===== config.mk =====
export PLATFORM = sky130hd
export DESIGN_NAME = sim_jtag_flat
export DESIGN_NICKNAME = d
export VERILOG_FILES = /design/src/rtl/sim_jtag_if.sv /design/src/rtl/sim_jtag.sv /design/src/flat_wrapper.sv
export SDC_FILE = /design/constraint.sdc
export NUM_CORES = 1
export LEC_CHECK = 0
export CAP_MARGIN = 40
export CORE_MARGIN = 3
export CORE_UTILIZATION = 30
export DETAILED_ROUTE_END_ITERATION = 10
export PLACE_DENSITY = 0.46
export SLEW_MARGIN = 20
export SYNTH_ARGS = -nofsm -noshare
export SYNTH_HDL_FRONTEND = slang
export SYNTH_SLANG_ARGS = --single-unit

===== constraint.sdc =====
create_clock -name clk -period 2.27 [get_ports clk]
set_input_delay 0.681 -clock clk [delete_from_list [all_inputs] [get_ports clk]]
set_output_delay 0.681 -clock clk [all_outputs]
set_load 0.01 [all_outputs]

===== src/rtl/sim_jtag_if.sv =====
`default_nettype none
// ============================================================================
//  Module      : sim_jtag_if
//  Description : Pin bundle between the bench-side JTAG host (master) and
//                the debug TAP / environment side (slave).
//  Revision    : 1.0 - initial release
// ============================================================================
interface sim_jtag_if;
    logic        enable;
    logic        init_done;
    logic        jtag_TCK;
    logic        jtag_TMS;
    logic        jtag_TDI;
    logic        jtag_TRSTn;
    logic        srstn;
    logic        jtag_TDO_data;
    logic        jtag_TDO_driven;
    logic [31:0] exit;

    // Host side: drives the JTAG pins and the exit code
    modport master (
        input  enable, init_done, jtag_TDO_data, jtag_TDO_driven,
        output jtag_TCK, jtag_TMS, jtag_TDI, jtag_TRSTn, srstn, exit
    );

    // Environment / TAP side
    modport slave (
        output enable, init_done, jtag_TDO_data, jtag_TDO_driven,
        input  jtag_TCK, jtag_TMS, jtag_TDI, jtag_TRSTn, srstn, exit
    );
endinterface
`default_nettype wire


===== src/rtl/sim_jtag.sv =====
`default_nettype none
// ============================================================================
//  Module      : sim_jtag
//  Description : Bench-side JTAG bit-bang host. Pins change on ticks derived
//                from clk. Runs a TAP reset followed by an IDCODE read.
//  Revision    : 1.0 - initial release
// ============================================================================
module sim_jtag #(
    parameter int TICK_DELAY = 50
) (
    input  wire logic   clk,
    input  wire logic   rst,
    sim_jtag_if.master  bus
);

    localparam int c_CNT_W = (TICK_DELAY > 0) ? $clog2(TICK_DELAY + 1) : 1;
    localparam logic [c_CNT_W-1:0] c_RELOAD = c_CNT_W'(TICK_DELAY);

    logic [c_CNT_W-1:0] r_cnt;
    logic               r_tck;
    logic               r_tms;
    logic               r_tdi;
    logic               r_trstn;
    logic [31:0]        r_exit;
    logic               w_run;
    logic               w_tick;
    logic               w_tdo;

    // Ticks only advance while the host is enabled, ready, and not finished
    assign w_run  = bus.enable && bus.init_done && (r_exit == 32'd0);
    assign w_tick = w_run && (r_cnt == '0);
    // An undriven TDO line reads as the pull-up value
    assign w_tdo  = bus.jtag_TDO_driven ? bus.jtag_TDO_data : 1'b1;

    // Tick divider: count down while running, reload after each tick
    always_ff @(posedge clk or posedge rst) begin
        if (rst) begin
            r_cnt <= c_RELOAD;
        end else if (w_run) begin
            if (r_cnt == '0) begin
                r_cnt <= c_RELOAD;
            end else begin
                r_cnt <= r_cnt - c_CNT_W'(1);
            end
        end
    end

    typedef enum logic [2:0] {
        S_TRST = 3'd0,   // two ticks holding TRSTn low
        S_LOW  = 3'd1,   // TCK low phase: set TMS/TDI for cycle r_n
        S_HIGH = 3'd2,   // TCK high phase: sample TDO
        S_FIN  = 3'd3,   // final TCK low and exit code
        S_DONE = 3'd4
    } state_t;

    state_t      r_state;
    state_t      w_state_nxt;
    logic [5:0]  r_n;
    logic [5:0]  w_n_nxt;
    logic [31:0] r_idcode;
    logic [31:0] w_idcode_nxt;
    logic        w_tck_nxt;
    logic        w_tms_nxt;
    logic        w_tdi_nxt;
    logic        w_trstn_nxt;
    logic [31:0] w_exit_nxt;

    // TMS walk: reset TAP, go to Run-Test/Idle, into Shift-DR, shift 32
    // bits, then Exit1-DR -> Update-DR -> Run-Test/Idle
    function automatic logic f_tms(input logic [5:0] n);
        return (n <= 6'd5) || (n == 6'd7) || (n == 6'd41) || (n == 6'd42);
    endfunction

    // Sequencer state and registered pins
    always_ff @(posedge clk or posedge rst) begin
        if (rst) begin
            r_state  <= S_TRST;
            r_n      <= 6'd0;
            r_idcode <= 32'd0;
            r_tck    <= 1'b0;
            r_tms    <= 1'b0;
            r_tdi    <= 1'b0;
            r_trstn  <= 1'b1;
            r_exit   <= 32'd0;
        end else begin
            r_state  <= w_state_nxt;
            r_n      <= w_n_nxt;
            r_idcode <= w_idcode_nxt;
            r_tck    <= w_tck_nxt;
            r_tms    <= w_tms_nxt;
            r_tdi    <= w_tdi_nxt;
            r_trstn  <= w_trstn_nxt;
            r_exit   <= w_exit_nxt;
        end
    end

    // One sequence step per tick; everything holds between ticks
    always_comb begin
        w_state_nxt  = r_state;
        w_n_nxt      = r_n;
        w_idcode_nxt = r_idcode;
        w_tck_nxt    = r_tck;
        w_tms_nxt    = r_tms;
        w_tdi_nxt    = r_tdi;
        w_trstn_nxt  = r_trstn;
        w_exit_nxt   = r_exit;
        if (w_tick) begin
            case (r_state)
                S_TRST: begin
                    w_trstn_nxt = 1'b0;
                    w_tck_nxt   = 1'b0;
                    if (r_n == 6'd1) begin
                        w_n_nxt     = 6'd1;
                        w_state_nxt = S_LOW;
                    end else begin
                        w_n_nxt = r_n + 6'd1;
                    end
                end
                S_LOW: begin
                    w_trstn_nxt = 1'b1;
                    w_tck_nxt   = 1'b0;
                    w_tms_nxt   = f_tms(r_n);
                    w_tdi_nxt   = 1'b0;
                    w_state_nxt = S_HIGH;
                end
                S_HIGH: begin
                    w_tck_nxt = 1'b1;
                    // Shift-DR sampling window: cycle 10 is IDCODE bit 0
                    if ((r_n >= 6'd10) && (r_n <= 6'd41)) begin
                        w_idcode_nxt = {w_tdo, r_idcode[31:1]};
                    end
                    if (r_n == 6'd43) begin
                        w_state_nxt = S_FIN;
                    end else begin
                        w_n_nxt     = r_n + 6'd1;
                        w_state_nxt = S_LOW;
                    end
                end
                S_FIN: begin
                    w_tck_nxt   = 1'b0;
                    // A valid IDCODE always has bit 0 set
                    w_exit_nxt  = r_idcode[0] ? 32'd1 : 32'd3;
                    w_state_nxt = S_DONE;
                end
                S_DONE: begin
                    w_state_nxt = S_DONE;
                end
                default: begin
                    w_state_nxt = S_TRST;
                end
            endcase
        end
    end

    assign bus.jtag_TCK   = r_tck;
    assign bus.jtag_TMS   = r_tms;
    assign bus.jtag_TDI   = r_tdi;
    assign bus.jtag_TRSTn = r_trstn;
    assign bus.srstn      = 1'b1;
    assign bus.exit       = r_exit;

endmodule
`default_nettype wire


===== src/flat_wrapper.sv =====
// flat-port wrapper written by rule: the top's interface ports become plain ports
module sim_jtag_flat 
#(
    parameter int TICK_DELAY = 50
)
  (clk, rst, bus_enable, bus_init_done, bus_jtag_TDO_data, bus_jtag_TDO_driven, bus_jtag_TCK, bus_jtag_TMS, bus_jtag_TDI, bus_jtag_TRSTn, bus_srstn, bus_exit);
  sim_jtag_if bus_i ();
  input  wire logic clk;
  input  wire logic rst;
  input wire logic [$bits(bus_i.enable)-1:0] bus_enable;
  input wire logic [$bits(bus_i.init_done)-1:0] bus_init_done;
  input wire logic [$bits(bus_i.jtag_TDO_data)-1:0] bus_jtag_TDO_data;
  input wire logic [$bits(bus_i.jtag_TDO_driven)-1:0] bus_jtag_TDO_driven;
  output wire logic [$bits(bus_i.jtag_TCK)-1:0] bus_jtag_TCK;
  output wire logic [$bits(bus_i.jtag_TMS)-1:0] bus_jtag_TMS;
  output wire logic [$bits(bus_i.jtag_TDI)-1:0] bus_jtag_TDI;
  output wire logic [$bits(bus_i.jtag_TRSTn)-1:0] bus_jtag_TRSTn;
  output wire logic [$bits(bus_i.srstn)-1:0] bus_srstn;
  output wire logic [$bits(bus_i.exit)-1:0] bus_exit;
  assign bus_i.enable = bus_enable;
  assign bus_i.init_done = bus_init_done;
  assign bus_i.jtag_TDO_data = bus_jtag_TDO_data;
  assign bus_i.jtag_TDO_driven = bus_jtag_TDO_driven;
  assign bus_jtag_TCK = bus_i.jtag_TCK;
  assign bus_jtag_TMS = bus_i.jtag_TMS;
  assign bus_jtag_TDI = bus_i.jtag_TDI;
  assign bus_jtag_TRSTn = bus_i.jtag_TRSTn;
  assign bus_srstn = bus_i.srstn;
  assign bus_exit = bus_i.exit;
  sim_jtag #(.TICK_DELAY(TICK_DELAY)) u_core (.clk(clk), .rst(rst), .bus(bus_i));
endmodule

* After elaboration in Yosys (flattened, before gate mapping)
Cells that the tools add are included.
Storage, ports and cells: flip-flop bits (word level) 82, bits of input ports 6, word-level logic and storage cells 57
Cells by class: add/subtract/negate cells 2, order comparisons 3, equal/unequal tests 11, muxes and demuxes 11, reduce and logical (&&, ||, !) cells 22
Operator list (number):
- $logic_not A32 Y1 | 1
- $eq A6 B6 Y1 const B | 3
- $mux W6 | 3
- $pmux W3 S4 | 1
- $pmux W6 S2 | 1
- $reduce_and A2 Y1 | 5
- $add A6 B1 Y6 const B | 1
- $eq A3 B2 Y1 const B | 2
- $eq A6 B1 Y1 const B | 1
- $eq A6 B3 Y1 const B | 1
- $ge A6 B4 Y1 const B | 1
- $le A6 B3 Y1 const B | 1
- $le A6 B6 Y1 const B | 1
- $logic_not A6 Y1 | 1
- $reduce_and A3 Y1 | 2
- $reduce_bool A2 Y1 | 3
- $sub A6 B1 Y6 const B | 1
- $logic_and A1 B1 Y1 | 4
- $mux W2 | 2
- $pmux W1 S2 | 2
- $eq A3 B1 Y1 const B | 1
- $eq A3 B3 Y1 const B | 1
- $logic_not A3 Y1 | 1
- $logic_or A1 B1 Y1 | 3
- 6 further kinds | 6

* Longest topological paths before layout
Gate-level depths: netlist (run 1).
depth after elaboration 4, depth in mapped cells 8

* Least setup slack after synthesis (run 1)
No wires, ideal clock.
path type input to register, from input port bus_enable, to register u_core.r_idcode[0], library setup time 125 ps, arrival 2271 ps, data required time 2145 ps, path slack -126 ps, cell stages on the path 7, buffers on the path 3, cell sequence nor4bb_1 -> buf_4 -> nand3_4 -> or4b_1 -> buf_6 -> buf_12 -> mux2_4
On the way: longest elaborated chain between the ends 4
Ends and longest elaborated chain:
- from (decl) | RTL line flat_wrapper.sv:10 | input wire logic [$bits(bus_i.enable)-1:0] bus_enable;
- $logic_and A1 B1 Y1 (2 in a row) | RTL line sim_jtag.sv:30 | assign w_run = bus.enable && bus.init_done && (r_exit == 32'd0);
- $logic_and A1 B1 Y1 | RTL line sim_jtag.sv:31 | assign w_tick = w_run && (r_cnt == '0);
- $reduce_and A3 Y1 (no source line)
- to (signal assigned) | RTL line sim_jtag.sv:88 | r_idcode <= w_idcode_nxt;
- to (decl) | RTL line sim_jtag.sv:60 | logic [31:0] r_idcode;
Every way passes these cells. A chain may end at the register's enable or synchronous reset.

* Final worst setup path (run 1)
from input port bus_enable, to register u_core.r_idcode[17]
The elaborated chain is that of the path after synthesis.

==> results.json, run 1 <==
{
  "status": "finished clean",
  "regToRegEndpoint": "u_core.r_idcode[17]",
  "holdBufCountCts": 0,
  "syn_to_final_growth_pct": 14.8,
  "seq_area_um2": 1310,
  "report.final.slew_viol_count": 0,
  "start_util_pct": 31.2,
  "gp_congestion": 0.725,
  "post-route-drc-count": 0,
  "syn-instance-count": 223,
  "antenna_cells": 0,
  "coreArea_um2": 8850,
  "crit_start": "bus_enable",
  "grt_pass1_wl_um": 7670,
  "io_pins": 43,
  "setup_viol": 0,
  "end_kind": "flop",
  "synth_flop_cell": "dfrtp_1",
  "drv_cap": 0,
  "first_pass_iters": 4,
  "drt_iter0_markers": 50,
  "clk_pin_slew_ps": 100,
  "multiInputGateArea_um2": 1220,
  "num-fill-cells": 873,
  "cellPowerDensity_nw_per_um2": 787,
  "r2r_start": "u_core.bus.exit[1]",
  "synthDominantCellAreaShare_pct": 43.5,
  "clock_sinks": 52,
  "yosysSeqAreaShare_pct": 47.3,
  "period_share_pct": 96.6,
  "antenna_found_initial": 0,
  "crit_type": "primary input to flop",
  "routed_via_density": 4.38,
  "fin_setup_tns_ps": 0,
  "clkLatencyLatePin_ps": 310,
  "synthDistinctLibCells": 48,
  "required_ps": 2470,
  "critPathMaxStageDelay_ps": 620,
  "place_hpwl_um": 2930,
  "vias": 1598,
  "synth_edf_count": 0,
  "cp_max_fo": 8,
  "grt_max_degree": 39,
  "crit_chain": "clkdlybuf4s15_1, nor4bb_4, buf_4, nand3_4, or4b_4, buf_16, mux2_4",
  "syn-mean-instance-area_um2": 12.4,
  "grt-ovfl-total": 0,
  "synthTopCellsByArea": "dfrtp_1 (43%), mux2_4 (16%), buf_4 (9.2%), dfstp_2 (3.8%), ha_1 (2.7%)",
  "syn_area_um2": 2760,
  "hold_violations": 0,
  "cts_max_path_buffers": 2,
  "die_area_um2": 10400,
  "synth_top_area_cell": "dfrtp_1",
  "die_y_um": 102,
  "power_leakage_nw": 1.62,
  "r2r_cells": 6,
  "start_kind": "primary input",
  "r2r_slack_ps": 130,
  "synth_seq_cells": 52,
  "cts_made_buffers": 5,
  "arrival_ps": 2390,
  "ir_worst_vdd_mv": 0.282,
  "h-tree-depth": 2,
  "wl_per_cell_um": 12.1,
  "async_reset_ff_share_pct": 100,
  "final_core_util_pct": 35.8,
  "cpMaxStageDelayCell": "or4b_4",
  "synth_most_common_cell": "dfrtp_1",
  "drive_gt1_share_pct": 32.7,
  "fmax_mhz": 456,
  "portBuffers": 10,
  "wl_um": 4430,
  "yosysWarningCount": 0,
  "hold_path.class": "flop to flop",
  "synth_common_cells": "dfrtp_1 (48), buf_4 (34), mux2_4 (30), nand2_1 (15), inv_1 (9)",
  "tritoncts": "yes",
  "die_x_um": 102,
  "ant_nets": 0,
  "num_rows": 34,
  "finalNetCount": 268,
  "skew_ps": 11.9,
  "grt_setup_unrepaired": "no",
  "fin_crit_ps": 2190,
  "crit_path_end": "u_core.r_idcode[17]",
  "track_usage_pct": 9.25,
  "cts_root_buffer": "clkbuf_8",
  "first_global_vias": 1584
}
## critical path, delay by kind of cell
kind,cells,cell delay (ps)
simple gates,3,870
buf+inv,3,540
mux,1,290
## metrics by stage
step	setup slack, ps	power (mW)	instances	area (um2)	hold WS (ps)
2_1_floorplan	-126	1.69	253	2870	465
3_3_place_gp	-739	1.91	351	2950	461
3_5_place_dp	-737	1.92	351	2950	468
4_1_cts	5.92	2.50	362	3140	484
5_1_grt	12.4	2.69	365	3170	502
6_report	77.5	2.49	365	3170	478
## worst min-delay path by stage
stage | start | endpoint | slack, ps | cells after the start
6_report | u_core.bus.jtag_TRSTn | u_core.bus.jtag_TRSTn | 480 | 2
5_1_grt | u_core.bus.jtag_TRSTn | u_core.bus.jtag_TRSTn | 500 | 2
4_1_cts | u_core.bus.jtag_TRSTn | u_core.bus.jtag_TRSTn | 480 | 2
3_5_place_dp | u_core.bus.jtag_TRSTn | u_core.bus.jtag_TRSTn | 470 | 2
3_3_place_gp | u_core.bus.jtag_TRSTn | u_core.bus.jtag_TRSTn | 460 | 2
2_1_floorplan | u_core.r_cnt[5] | u_core.r_cnt[5] | 470 | 2
## layout make-up
| cell class | count | share of cell area [%] |
|---|---|---|
| flip-flops and latches | 52 | 41.2 |
| repair buffers | 37 | 12.1 |
| inverters | 9 | 1.07 |
| multi-input cells | 151 | 38.4 |
| clock inverters | 3 | 0.868 |
| well taps | 108 | 4.26 |
| clock buffers | 5 | 2.17 |
## layout by cell type, fill, tap and decap left out, types with 5 or more instances in the layout
| master | netlist | final |
|---|---|---|
| clkdlybuf4s50_1 | 0 | 8 |
| nor2_1 | 8 | 8 |
| nand2_1 | 15 | 15 |
| o21ai_0 | 6 | 6 |
| dfrtp_1 | 48 | 48 |
| ha_1 | 6 | 6 |
| clkbuf_8 | 0 | 5 |
| mux2_4 | 30 | 30 |
| conb_1 | 2 | 32 |
| nand4_1 | 6 | 6 |
| inv_1 | 9 | 7 |
| buf_4 | 34 | 22 |
## power by group
part	total, mW	internal (mW)	switching, mW
Sequential	1.17	1.06	0.106
Clock	0.559	0.227	0.331
Combinational	0.768	0.374	0.394
## sequential cells by signal, indices dropped and copies added (netlist names)
register and count:
u_core.bus.jtag_TCK 1, u_core.r_state 3, u_core.bus.jtag_TRSTn 1, u_core.r_idcode 32, u_core.r_n 6, u_core.bus.exit 2
u_core.r_cnt 6, u_core.bus.jtag_TMS 1
## what timing repair did
action,in CTS,in global routing
gates cloned,3,0
endpoints found under the setup margin,35,32
gates resized for setup,12,2
pin swaps,2,1
setup buffers,0,3
## kinds of logic (layout without fill, tap and decap cells)
family,after synthesis,in the layout,synth area share (%)
compound gates,22,22,5.57
xor+xnor,3,3,0.952
fa+ha+maj,6,6,2.72
buf+inv,50,54,13.5
flops,52,52,47.3
mux,35,35,18.3
other cells,2,32,0.272
simple gates,53,53,11.4
## metal layers
layer  up-vias  routed length (um)  GRT usage, %
met4         0                  46          3.13
met2        25                2080          14.3
li1        772                   -             -
met3         5                 158          2.32
met5         -                   0             0
met1       796                2140          12.7
(Power assumes the default switching activity.)
==> run 2: changes to the inputs <==
--- a/config.mk
+++ b/config.mk
@@ -9,7 +9,8 @@
 export CORE_MARGIN = 3
 export CORE_UTILIZATION = 30
 export DETAILED_ROUTE_END_ITERATION = 10
-export PLACE_DENSITY = 0.46
+export DONT_BUFFER_PORTS = 1
+export PLACE_DENSITY = 0.4
 export SLEW_MARGIN = 20
 export SYNTH_ARGS = -nofsm -noshare
 export SYNTH_HDL_FRONTEND = slang
==> run 2 against run 1 <==
Register-to-register slack about the same. Die area did not move. Routed wire length is 1.1% lower. Largest cell class unchanged.
==> results.json, run 2 (synthesized netlist as in run 1, its figures left out) <==
{
  "status": "finished clean",
  "cpMaxStageDelayCell": "or4b_4",
  "end_kind": "flop",
  "cts_root_buffer": "clkbuf_8",
  "portBuffers": 0,
  "num_rows": 34,
  "crit_chain": "nor4bb_2, buf_4, nand3_4, or4b_4, buf_12, mux2_4",
  "grt_max_degree": 53,
  "clock_sinks": 52,
  "seq_area_um2": 1310,
  "fin_ws_ps": 129,
  "drive_gt1_share_pct": 33.2,
  "grt_use_met1_pct": 12.6,
  "drv_cap": 0,
  "hold_path.class": "primary input to async pin",
  "drt_iter0_markers": 34,
  "die_area_um2": 10400,
  "place_ws_ps": -300,
  "mostFrequentLayoutCells": "dfrtp_1 (48), conb_1 (32), mux2_4 (31), buf_4 (21), nand2_1 (15)",
  "first_global_vias": 1446,
  "wl_per_cell_um": 12.4,
  "die_x_um": 102,
  "hold_violations": 0,
  "io_pins": 43,
  "report.final.slew_viol_count": 0,
  "gp_congestion": 0.754,
  "ir_worst_vdd_mv": 0.239,
  "clk_pin_slew_ps": 100,
  "critPathMaxStageDelay_ps": 560,
  "p_comb_share_pct": 29.8,
  "crit_type": "flop to flop",
  "largest_reg_flops": 32,
  "regMostFlops": "u_core.r_idcode",
  "fin_setup_tns_ps": 0,
  "track_usage_pct": 8.87,
  "routed_via_density": 4.36,
  "final_common_cell": "dfrtp_1",
  "crit_start": "u_core.bus.exit[0]",
  "layout.cells.non_filler": 352,
  "pwr-share-clk_pct": 22.8,
  "p_int_mw": 1.64,
  "start_kind": "flop",
  "vias": 1534,
  "multiInputGateArea_um2": 1210,
  "finalNetCount": 255,
  "ant_nets": 0,
  "start_util_pct": 31.2,
  "wl_um": 4380,
  "fmax_mhz": 467,
  "grt_setup_unrepaired": "no",
  "tritoncts": "yes",
  "required_ps": 2460,
  "post-route-drc-count": 0,
  "antenna_found_initial": 0,
  "dp.cells": 342,
  "cellPowerDensity_nw_per_um2": 824,
  "syn_to_final_growth_pct": 8.88,
  "period_share_pct": 94.3,
  "fin_crit_ps": 2140,
  "die_y_um": 102,
  "clkLatencyLatePin_ps": 310,
  "swShare_pct": 34.0,
  "setup_viol": 0,
  "cts_made_buffers": 5,
  "power_leakage_nw": 1.55,
  "cp_max_fo": 16,
  "cts_max_path_buffers": 2,
  "coreArea_um2": 8850,
  "place_hpwl_um": 2850,
  "top_regs": "u_core.r_idcode: 32 flops, u_core.r_cnt: 6 flops, u_core.r_n: 6 flops",
  "p_switching_uw": 842,
  "antenna_cells": 0,
  "arrival_ps": 2330,
  "skew_ps": 16.6,
  "globalRouteMet3Util_pct": 2.32,
  "r2r_start": "u_core.bus.exit[0]",
  "busiest_layer": "met2",
  "grt-ovfl-total": 0,
  "seq_power_share_pct": 47.4,
  "h-tree-depth": 2,
  "first_pass_iters": 4,
  "cp_num_buf_inv": 2,
  "grt_util_met2_pct": 13.3,
  "num-fill-cells": 898,
  "crit_family": "simple AND/OR/NAND/NOR gates",
  "grt_pass1_wl_um": 7240
}
run 2: cell count changes in the layout (fill, tap and decap cells not counted), sizes merged:
| cell | before | now |
|---|---|---|
| clkdlybuf4s50 | 8 | 0 |
| buf | 28 | 24 |
| clkdlybuf4s15 | 1 | 0 |
| clkinvlp | 1 | 0 |
| inv | 10 | 11 |
run 2: final timing paths:
kind,cells past startpoint,to,slack (ps)
setup / recovery,6,u_core.r_idcode[21],130
hold / removal,2,u_core.r_n[1],290
setup reg to reg,6,u_core.r_idcode[21],130
hold reg to reg,2,u_core.r_cnt[5],500
max in group asynchronous,2,u_core.r_cnt[4],1690
min in group clk,2,u_core.r_cnt[5],500
run 2: what timing repair did:
action                                  4_1_cts  5_1_grt
buffers inserted                              0        1
pin swaps                                     0        1
cloned                                        1        0
gates resized for setup                       2        4
hold buffers                                  0        0
endpoints found under the setup margin       32       17
run 2: cell type report:
type | instances | area share, %
Inverter | 9 | 1.12
Multi-Input combinational cell | 151 | 40.3
Clock inverter | 3 | 0.874
Timing Repair Buffer | 24 | 7.49
Sequential cell | 52 | 43.4
Tap cell | 108 | 4.49
Clock buffer | 5 | 2.29
run 2: routing by layer:
| metal | vias to the layer above | wire length, um |
|---|---|---|
| li1 | 752 | - |
| met1 | 747 | 2230 |
| met2 | 33 | 1940 |
| met3 | 2 | 169 |
| met4 | 0 | 30 |
| met5 | - | 0 |
run 2: power by group through the flow:
| stage | registers, mW | logic (mW) | clock network (mW) |
|---|---|---|---|
| 2_1_floorplan | 1.19 | 0.505 | 0 |
| 4_1_cts | 1.18 | 0.723 | 0.600 |
| 3_5_place_dp | 1.20 | 0.715 | 0 |
| 5_1_grt | 1.19 | 0.841 | 0.636 |
| 6_report | 1.17 | 0.738 | 0.565 |
| 3_3_place_gp | 1.20 | 0.726 | 0 |
run 2: per-stage QoR:
stage / power (mW) / cell area, um2 / util, % / hold WS, ps
final: 2.48 / 3010 / 34.0 / 292
after global routing: 2.67 / 3010 / 34.0 / 299
after CTS: 2.50 / 3000 / 33.9 / 297
after detailed placement: 1.91 / 2860 / 32.3 / 491
after global placement: 1.92 / 2860 / 32.3 / 482
after floorplan: 1.69 / 2870 / - / 465
